$ cat config.mk
export PLATFORM = sky130hd
export DESIGN_NAME = synchronous_counter
export DESIGN_NICKNAME = d
export VERILOG_FILES = /design/src/rtl/synchronous_counter.sv
export SDC_FILE = /design/constraint.sdc
export NUM_CORES = 1
export LEC_CHECK = 0
export ABC_AREA = 1
export CAP_MARGIN = 20
export CORE_AREA = 2 2 39 41
export CTS_BUF_LIST = sky130_fd_sc_hd__clkbuf_8
export DETAILED_ROUTE_END_ITERATION = 12
export DIE_AREA = 0 0 41 43
export GPL_ROUTABILITY_DRIVEN = 1
export SLEW_MARGIN = 20
export SYNTH_ARGS = -nofsm -noshare
export SYNTH_HDL_FRONTEND = slang
export SYNTH_SLANG_ARGS = --single-unit
$ cat constraint.sdc
create_clock -name clk -period 2.3 [get_ports clk]
set_input_delay 0.345 -clock clk [delete_from_list [all_inputs] [get_ports clk]]
set_output_delay 0.345 -clock clk [all_outputs]
set_load 0.05 [all_outputs]
$ cat src/rtl/synchronous_counter.sv
// synchronous_counter: free-running modulo-(MAX_COUNT+1) counter with terminal count and wrap pulse.
// Defining SYNCHRONOUS_COUNTER_GRAY_EN adds a registered Gray-code output count_gray.
module synchronous_counter #(
  parameter int WIDTH = 4,
  parameter int MAX_COUNT = 15,
  parameter int INIT = 0
) (
  input  logic             clk,
  input  logic             clr,
  output logic [WIDTH-1:0] count,
  output logic             tc,
  output logic             wrap
`ifdef SYNCHRONOUS_COUNTER_GRAY_EN
  ,
  output logic [WIDTH-1:0] count_gray
`endif
);
  localparam logic [WIDTH-1:0] MAX = WIDTH'(MAX_COUNT);
  localparam logic [WIDTH-1:0] INI = WIDTH'(INIT);
  logic [WIDTH-1:0] nxt;
  assign tc = count == MAX;
  // wrapping on tc keeps every value within 0..MAX_COUNT
  always_comb nxt = tc ? '0 : count + 1'b1;
  always_ff @(posedge clk or negedge clr)
    if (!clr) begin
      count <= INI;
      wrap  <= 1'b0;
    end else begin
      count <= nxt;
      wrap  <= tc;
    end
`ifdef SYNCHRONOUS_COUNTER_GRAY_EN
  // encoding nxt lands the Gray value on the same edge as count
  always_ff @(posedge clk or negedge clr)
    if (!clr) count_gray <= INI ^ (INI >> 1);
    else count_gray <= nxt ^ (nxt >> 1);
`endif
endmodule

======== After elaboration in Yosys (flattened, before gate mapping) ========
Cells that the tools add are included.
storage, ports and cells
  output and inout port bits .............. 6
  word-level logic and storage cells ...... 5
  input port bits ......................... 2
  flip-flop bits (word level) ............. 5
cells by class
  muxes and demuxes ....................... 1
  add/subtract/negate cells ............... 1
  equal/unequal tests ..................... 1
operator list
  cell                                                           number
  4-bit by 1-bit adder with 4-bit output, second input constant  1
  4-bit equality test, second input constant                     1
  4-bit 2-to-1 mux                                               1

======== Logic depth before layout (Yosys ltp) ========
  word-level depth ........................ 2
  gate-level depth with buffers ........... 4
  mapped depth without buffers ............ 4

======== Worst setup path after synthesis ========
OpenSTA, ideal clock, no wires.
  path kind ............................... reg2out
  from .................................... reg count[0]
  to ...................................... out tc
  data required time ...................... 1955 ps
  setup slack ............................. 569 ps
  data arrival time ....................... 1386 ps
  cell stages (with the launch flop) ...... 4
  cell sequence ........................... dfrtp_1 > ha_1 > nand3_1 > inv_1
on the way
  longest elaborated chain between the ends .. 1
ends and longest elaborated chain
  item                    RTL line  text
  start, declared         10        output logic [WIDTH-1:0] count,
  start signal, assigned  29        count <= nxt;
  4-bit equality test     21        assign tc = count == MAX;
  end, declared           11        output logic tc,
No other way between the ends.

======== Worst setup path in the final report ========
  from .................................... reg count[2]
  to ...................................... out count[2]
No word-level cell between the ends.

==> results.md <==
- CP startpoint kind: flip-flop
- Post-Route WL: 388 µm
- Worst stage delay on the critical path: 0.83 ns
- Sink Count: 5
- Count of buffers inserted at the top-level ports: 7
- Setup TNS: 0 ns
- Synth-to-Final Area Change: 71.0%
- Number of levels the H-tree was split into: 1
- Vias in the first global route: 161
- Pin count of the biggest net entering global routing: 7
- Die Height: 43 µm
- Endpoint arrival time on the critical path: 1.48 ns
- Routed wire length per instance: 8.62 µm
- Net count after synthesis: 21
- CTS tree: done
- Timing endpoint of the critical path: count[2]
- Cell count of the worst reg-to-reg path: 2
- Antenna diodes: 0
- Boundary pin count: 8
- Endpoint required time on the critical path: 1.96 ns
- Area occupied by multi-input gates: 53.8 µm²
- Routability Congestion: 0.671
- Detailed-routing iteration count for the pre-antenna-repair pass: 2
- Yosys cell types: 7
- Final number of setup-violating endpoints: 0
- Global-route total usage across every layer: 5.92%
- Transition time at the pin with the least slew margin: 0.504 ns
- First-pass GRT wire length: 614 µm
- Final Hold Slack: 0.350 ns
- Max frequency: 0.549 GHz
- Worst-path cell chain: clkdlybuf4s50_1
- Class of the tightest hold or removal check: in -> async
- Antenna violations before repair: 0
- Post-synthesis cell area: 194 µm²
- CORE AREA: 1380 µm²
- Part of the Yosys area used for sequential elements: 64.5%
- Die area: 1760 µm²
- Startpoint of the worst register-to-register path: count[0]
- Setup bufs post-CTS: 0
- Number of max-cap violations: 0
- Final hold viol count: 0
- Number of DRC markers after the initial detailed-route iteration: 1
- CP max stage cell: clkdlybuf4s50_1
- Detailed-route via count: 163
- Chip Width: 41 µm
- Vias/cell: 3.62
- Flop-to-flop setup slack: 1.34 ns
- DP Wirelength: 289 µm
- Commonest cells after routing, fill and taps aside: 6 x clkdlybuf4s50_1, 5 x inv_1, 5 x dfrtp_1
- Number of buffers and inverters on the critical path: 1
- Longest Clk Path Bufs: 2
- Worst max-slew margin expressed relative to the limit: 66.4%
- Number of nets in the layout: 33
- Initial core utilization: 14.0%
- Row Count: 14
- Result of the run: completed
- Post-route clock skew: 0.00133 ns
- Remaining DRCs: 0
- Critical Path End Type: primary output
- Post-synthesis sequential element count: 5
- Fill cell total of the finished layout: 160
- Setup Crit Path Kind: reg -> out
- Layout cells sized above 1: 10.3%
- Most common library cell in the layout ignoring fill and taps: clkdlybuf4s50_1
- Logic depth of the worst path, buffers included: 1
- Number of synthesis warnings: 0
- FF/Latch Area: 125 µm²
- Clock-pin slew on the worst setup and hold paths: 0.04 ns
- Remaining antenna violation count: 0
- Minimum clock period after layout: 1.82 ns
- Cell type group with the largest total delay on the critical path: buffers and inverters
- Clock latency on the worst-skew pair: 0.22 ns
- Pwr dens: 755 nW/µm²
- Setup repair after global routing missed its margin: false
- Slew Viols, Final: 0
- Peak supply drop: 0.158 mV
- Lkg Pwr: 0.000193 µW
- CP Launch Point: count[2]
- Cell count after synthesis: 18
- TritonCTS Buffers: 3
- Cts hold-fix bufs: 0
- Remaining global-route overflow: 0
- Maximum fanout encountered on the critical timing path: 6
- Syn_area_per_cell: 10.8 µm²
- Reg-to-reg endpoint: count[2]
- Fin crit share: 79.2%
- Clk Tree Root Cell: clkbuf_8
final cells by class:
class | count | share of cell area (%)
multi-input cells | 9 | 16.2
clock buffers | 3 | 12.5
clock inverters | 1 | 1.13
well taps | 16 | 6.04
repair buffers | 7 | 21.9
flip-flops and latches | 5 | 37.7
inverters | 4 | 4.53
what timing repair did:
action | in CTS | in global routing
gates resized for setup | 0 | 1
setup endpoints to repair | 0 | 1
endpoints found under the hold margin | 0 | 0
worst min path at each step:
stage             start        to  slack (ns)
2_1_floorplan       clr  count[0]        0.05
6_report            clr  count[3]        0.35
3_5_place_dp   count[2]  count[2]        0.55
5_1_grt             clr  count[1]        0.37
4_1_cts             clr  count[3]        0.36
3_3_place_gp   count[3]  count[3]        0.53
per-stage QoR:
| stage | worst slack, ns | cells | power, µW | instance area [µm²] | util [%] |
|---|---|---|---|---|---|
| 2_1_floorplan | 0.569 | 18 | 89.6 | 194 | - |
| 3_3_place_gp | 0.344 | 41 | 92.9 | 284 | 20.5 |
| 3_5_place_dp | 0.335 | 41 | 92.8 | 284 | 20.5 |
| 4_1_cts | 0.0953 | 45 | 254 | 329 | 23.8 |
| 5_1_grt | 0.374 | 45 | 262 | 332 | 24.0 |
| 6_report | 0.479 | 45 | 250 | 332 | 24.0 |
report_power, final:
part | switching [µW] | internal [µW]
Combinational | 1.65 | 1.51
Clock | 44.2 | 115
Sequential | 0 | 88.5
Total | 45.8 | 205
metal layers:
| metal | wire [µm] | GRT usage [%] | vias to the layer above |
|---|---|---|---|
| met5 | 0 | 0 | - |
| met4 | 16 | 8.00 | 0 |
| met3 | 50 | 3.14 | 2 |
| met2 | 159 | 6.88 | 9 |
| met1 | 162 | 6.11 | 74 |
| li1 | - | - | 78 |
synth_stat cells, drive strengths merged:
master / number / share of area [%]
dfrtp: 5 / 65
inv: 4 / 7.7
nand2: 3 / 5.8
nand3: 3 / 7.7
ha: 1 / 6.5
nand4: 1 / 3.2
xor2: 1 / 4.5
sequential cells by signal, indices dropped and copies added, names as in the netlist:
signal / flops
count: 4
wrap: 1
logic make-up after synthesis:
logic type / share of synthesized area [%]
xor gates and xnor gates: 4.52
DFF: 64.5
and+or+nand+nor: 16.8
adders and majority gates: 6.45
buffers and inverters: 7.74
Note: power is estimated with default switching activity, not from simulation.
==> variant 1, RTL diff (config.mk and constraints unchanged) <==
Register the output `wrap` once more, cleared by the reset; this adds one clock of latency there. The other outputs are not delayed to match.
--- a/src/rtl/synchronous_counter.sv
+++ b/src/rtl/synchronous_counter.sv
@@ -18,4 +18,6 @@
   localparam logic [WIDTH-1:0] MAX = WIDTH'(MAX_COUNT);
   localparam logic [WIDTH-1:0] INI = WIDTH'(INIT);
+
+  logic wrap_s0;
   logic [WIDTH-1:0] nxt;
   assign tc = count == MAX;
@@ -25,8 +27,8 @@
     if (!clr) begin
       count <= INI;
-      wrap  <= 1'b0;
+      wrap_s0 <= 1'b0;
     end else begin
       count <= nxt;
-      wrap  <= tc;
+      wrap_s0 <= tc;
     end
 `ifdef SYNCHRONOUS_COUNTER_GRAY_EN
@@ -36,4 +38,12 @@
     else count_gray <= nxt ^ (nxt >> 1);
 `endif
+  always_ff @(posedge clk or negedge clr) begin
+      if (!clr) begin
+          wrap <= '0;
+      end else begin
+          wrap <= wrap_s0;
+      end
+  end
+
 endmodule
 
Check against the original RTL: no difference found for any inputs over 10 cycles, from zero or initial values; that may be too few to reach the edited logic, so the function may still have changed.
==> variant 1 against the unedited design <==
Combinational power up 8.9%. Die area is the same. Sequential share of layout area increased by 5.4 points. Sequential cell count rose by 1. Count of clock-buffer cells in the layout unchanged. Critical endpoint unchanged. Total power grew 5.2%. Non-clock buffer count is the same. Clock skew decreased by 0.0011 ns. Area after synthesis grew 13%. Critical path depth unchanged. Design area grew 4.9%. Wire length shrank 6.4%. Setup slack better by 0.0013 ns.
==> variant 1: results (changes against the unedited design) <==
Mapped Area 219 sq um (+13%); Layout Skew 0.000209 ns (-0.00112 ns); Final Hold Slack 0.342 ns (-0.00851 ns); Leakage 0.181 nW (-6.1%); switching portion of total power 16.5% (-1.8 points); status completed; Seq group 0.106 mW (+20%); Clock group 0.154 mW (-3%); Layout Nets 34 (+3.0%); Commonest cells post-synth 6 x dfrtp_1, 4 x inv_1, 3 x nand2_1, 3 x nand3_1; Clock power frac 58.4% (-5.0 points); final RePlAce weighted congestion 0.597 (-11%); vias in the first global route 143 (-11%); Final non-clock buffer share 19.4% (-2.5 points); reg2reg setup slack 1.36 ns (+0.02 ns); Post-DP Area 307 sq um (+7.9%); Max VDD drop 0.499 mV (+210%); Worst slew margin 66.6% (+0.25 points); Fillers 144 (-10%); worst hold path class reg -> reg; pre-CTS setup slack 0.696 ns (+0.361 ns); clock tree cell share of total cell area 11.9% (-1.7 points); routed length per instance 8.07 um (-6.4%); Sink Count 6 (+1); Largest regs count (4), wrap (1), wrap_s0 (1); synth top area cells dfrtp_1 69%, nand3_1 6.9%, inv_1 6.9%; Seq area share 43.2% (+5.4 points); Syn Nets 22 (+4.8%); mean post-synth cell area 11.5 sq um (+7.0%); fin area 348 sq um (+4.9%)
variant 1: cell families (layout without fill, tap and decap cells):
group | Yosys count | in the layout | share of synthesized area [%]
fa+ha+maj | 1 | 1 | 5.71
xor+xnor | 1 | 1 | 4.00
flops | 6 | 6 | 68.6
simple gates | 7 | 7 | 14.9
buf+inv | 4 | 14 | 6.86
variant 1: how the worst max path moves through the flow:
stage,start,end,slack [ns],cells past startpoint
5_1_grt,count[2],count[2],0.43,1
4_1_cts,count[2],count[2],0.46,1
6_report,count[2],count[2],0.48,1
2_1_floorplan,count[0],tc,0.57,3
3_5_place_dp,count[2],count[2],0.70,1
3_3_place_gp,count[2],count[2],0.69,1
variant 1: routing by layer:
metal | up-vias | global-route usage [%] | part of all wire (%)
li1 | 80 | - | -
met2 | 6 | 5.94 | 37
met5 | - | 0 | 0
met3 | 0 | 6.81 | 12
met1 | 71 | 7.24 | 50
met4 | 0 | 2.00 | 0
==> variant 2, RTL diff (config.mk and constraints unchanged) <==
Without the edit above. `WIDTH`: 4 -> 5.
--- a/src/rtl/synchronous_counter.sv
+++ b/src/rtl/synchronous_counter.sv
@@ -2,5 +2,5 @@
 // Defining SYNCHRONOUS_COUNTER_GRAY_EN adds a registered Gray-code output count_gray.
 module synchronous_counter #(
-  parameter int WIDTH = 4,
+  parameter int WIDTH = 5,
   parameter int MAX_COUNT = 15,
   parameter int INIT = 0
Ports: changed (resized count); port bits go from 8 to 9. No check against the original RTL was run, so the function may have changed too.
==> variant 2 against the unedited design <==
Largest cell class unchanged. Wire length increased by 23%. Area after synthesis is 23% higher. Critical path type unchanged. Setup slack got worse by 0.0014 ns. Critical path depth unchanged. Combinational power increased by 7.0%. Critical endpoint unchanged. Design area rose by 14%. Sequential power increased by 20%. Total power is 5.3% higher. Sequential cell count up 1.
==> variant 2: results (changes against the unedited design) <==
status completed; Initial DRT Pass Iterations 4 (+2); Seq/Total Area, Yosys 62.8% (-1.7 points); port bufs 8 (+1); Netlist cell types 9 (+2); post-synthesis cell count 24 (+6); synth top area cells dfrtp_1 63%, inv_1 7.9%, ha_1 5.2%; DR vias/cell 3.75 (+3.4%); Layout Nets 40 (+21%); crit-path max FO 6 (unchanged); drt total wl 476 um (+23%); # placed instances 48 (+17%); Layout Skew 0.000172 ns (-0.00116 ns); vias in the first global route 212 (+32%); Max VDD drop 0.197 mV (+24%); CTS buffer count 3 (unchanged); Largest regs count (5), wrap (1); first-pass GRT wire length 862 um (+40%); Commonest cells post-synth 6 x dfrtp_1, 5 x inv_1, 3 x nand2_1, 3 x nor2_1; Antenna diodes 0 (unchanged); Leakage 0.200 nW (+3.6%); worst stage delay on the critical path 0.83 ns (about the same); critical path's slowest cell clkdlybuf4s50_1; layout cell share with drive strength beyond 1 14.3% (+3.9 points); Worst-Margin Slew 0.495 ns (-0.00838 ns); Syn Nets 27 (+29%); Detailed Route Iter0 Violations 1 (unchanged); routed length per instance 9.33 um (+8.2%); final RePlAce weighted congestion 0.632 (-5.8%); post-DP HPWL 350 um (+21%); gr usage total 8.20% (+2.3 points)
variant 2: cell types whose count changed in the layout (fill, tap and decap cells not counted), sizes merged:
cell / delta
nor2: +3
clkdlybuf4s50: +1
dfrtp: +1
nand4: +1
nand3: -1
buf: +1
inv: +1
dlymetal6s2s: -1
variant 2: cell families after synthesis:
kind of cell | Yosys count | synth area share, %
xor gates and xnor gates | 1 | 3.67
and+or+nand+nor | 10 | 18.8
DFF | 6 | 62.8
buffers and inverters | 6 | 9.42
adders and majority gates | 1 | 5.23
variant 2: final cells by class:
type / count / area [sq um]
Multi-Input combinational cell: 12 / 66.3
Inverter: 6 / 22.5
Sequential cell: 6 / 150
Fill cell: 156 / 1010
Tap cell: 16 / 20.0
Timing Repair Buffer: 8 / 77.6
Clock buffer: 3 / 41.3
variant 2: layer usage:
| layer | track usage (%) | up-vias | wire length [um] |
|---|---|---|---|
| met2 | 10.3 | 9 | 209 |
| met1 | 8.58 | 85 | 209 |
| met3 | 5.24 | 0 | 57 |
| met5 | 0 | - | 0 |
| li1 | - | 97 | - |
| met4 | 8.00 | 0 | 0 |
variant 2: through the flow:
step	utilization [%]	cell area, sq um	setup WS (ns)
finish	27.3	378	0.478
global route	27.3	378	0.413
CTS	27.3	378	0.471
detailed placement	24.3	337	0.708
global placement	24.3	337	0.731
floorplan	-	239	0.624
variant 2: final timing paths:
kind                            end     start  slack (ns)  cells after the start
max                        count[2]  count[2]        0.48                      1
min                        count[3]       clr        0.36                      1
max reg2reg                count[0]  count[0]        1.24                      4
min reg2reg                count[4]  count[4]        0.49                      2
max in group asynchronous  count[4]       clr        1.73                      1
min in group clk           count[4]  count[4]        0.49                      2
variant 2: worst reg2reg max path, cell delays in order (launching register included):
cell	delay (ns)
dfrtp_1	0.41
ha_1	0.22
nand4_1	0.16
inv_2	0.11
nor2_1	0.04
variant 2: report_power, final:
part / leakage [nW] / switching (mW) / internal (mW) / total (mW)
sequential: 0.0798 / 0 / 0.106 / 0.106
clock: 0.0216 / 0.0419 / 0.112 / 0.154
combinational: 0.0986 / 0.00187 / 0.00151 / 0.00338
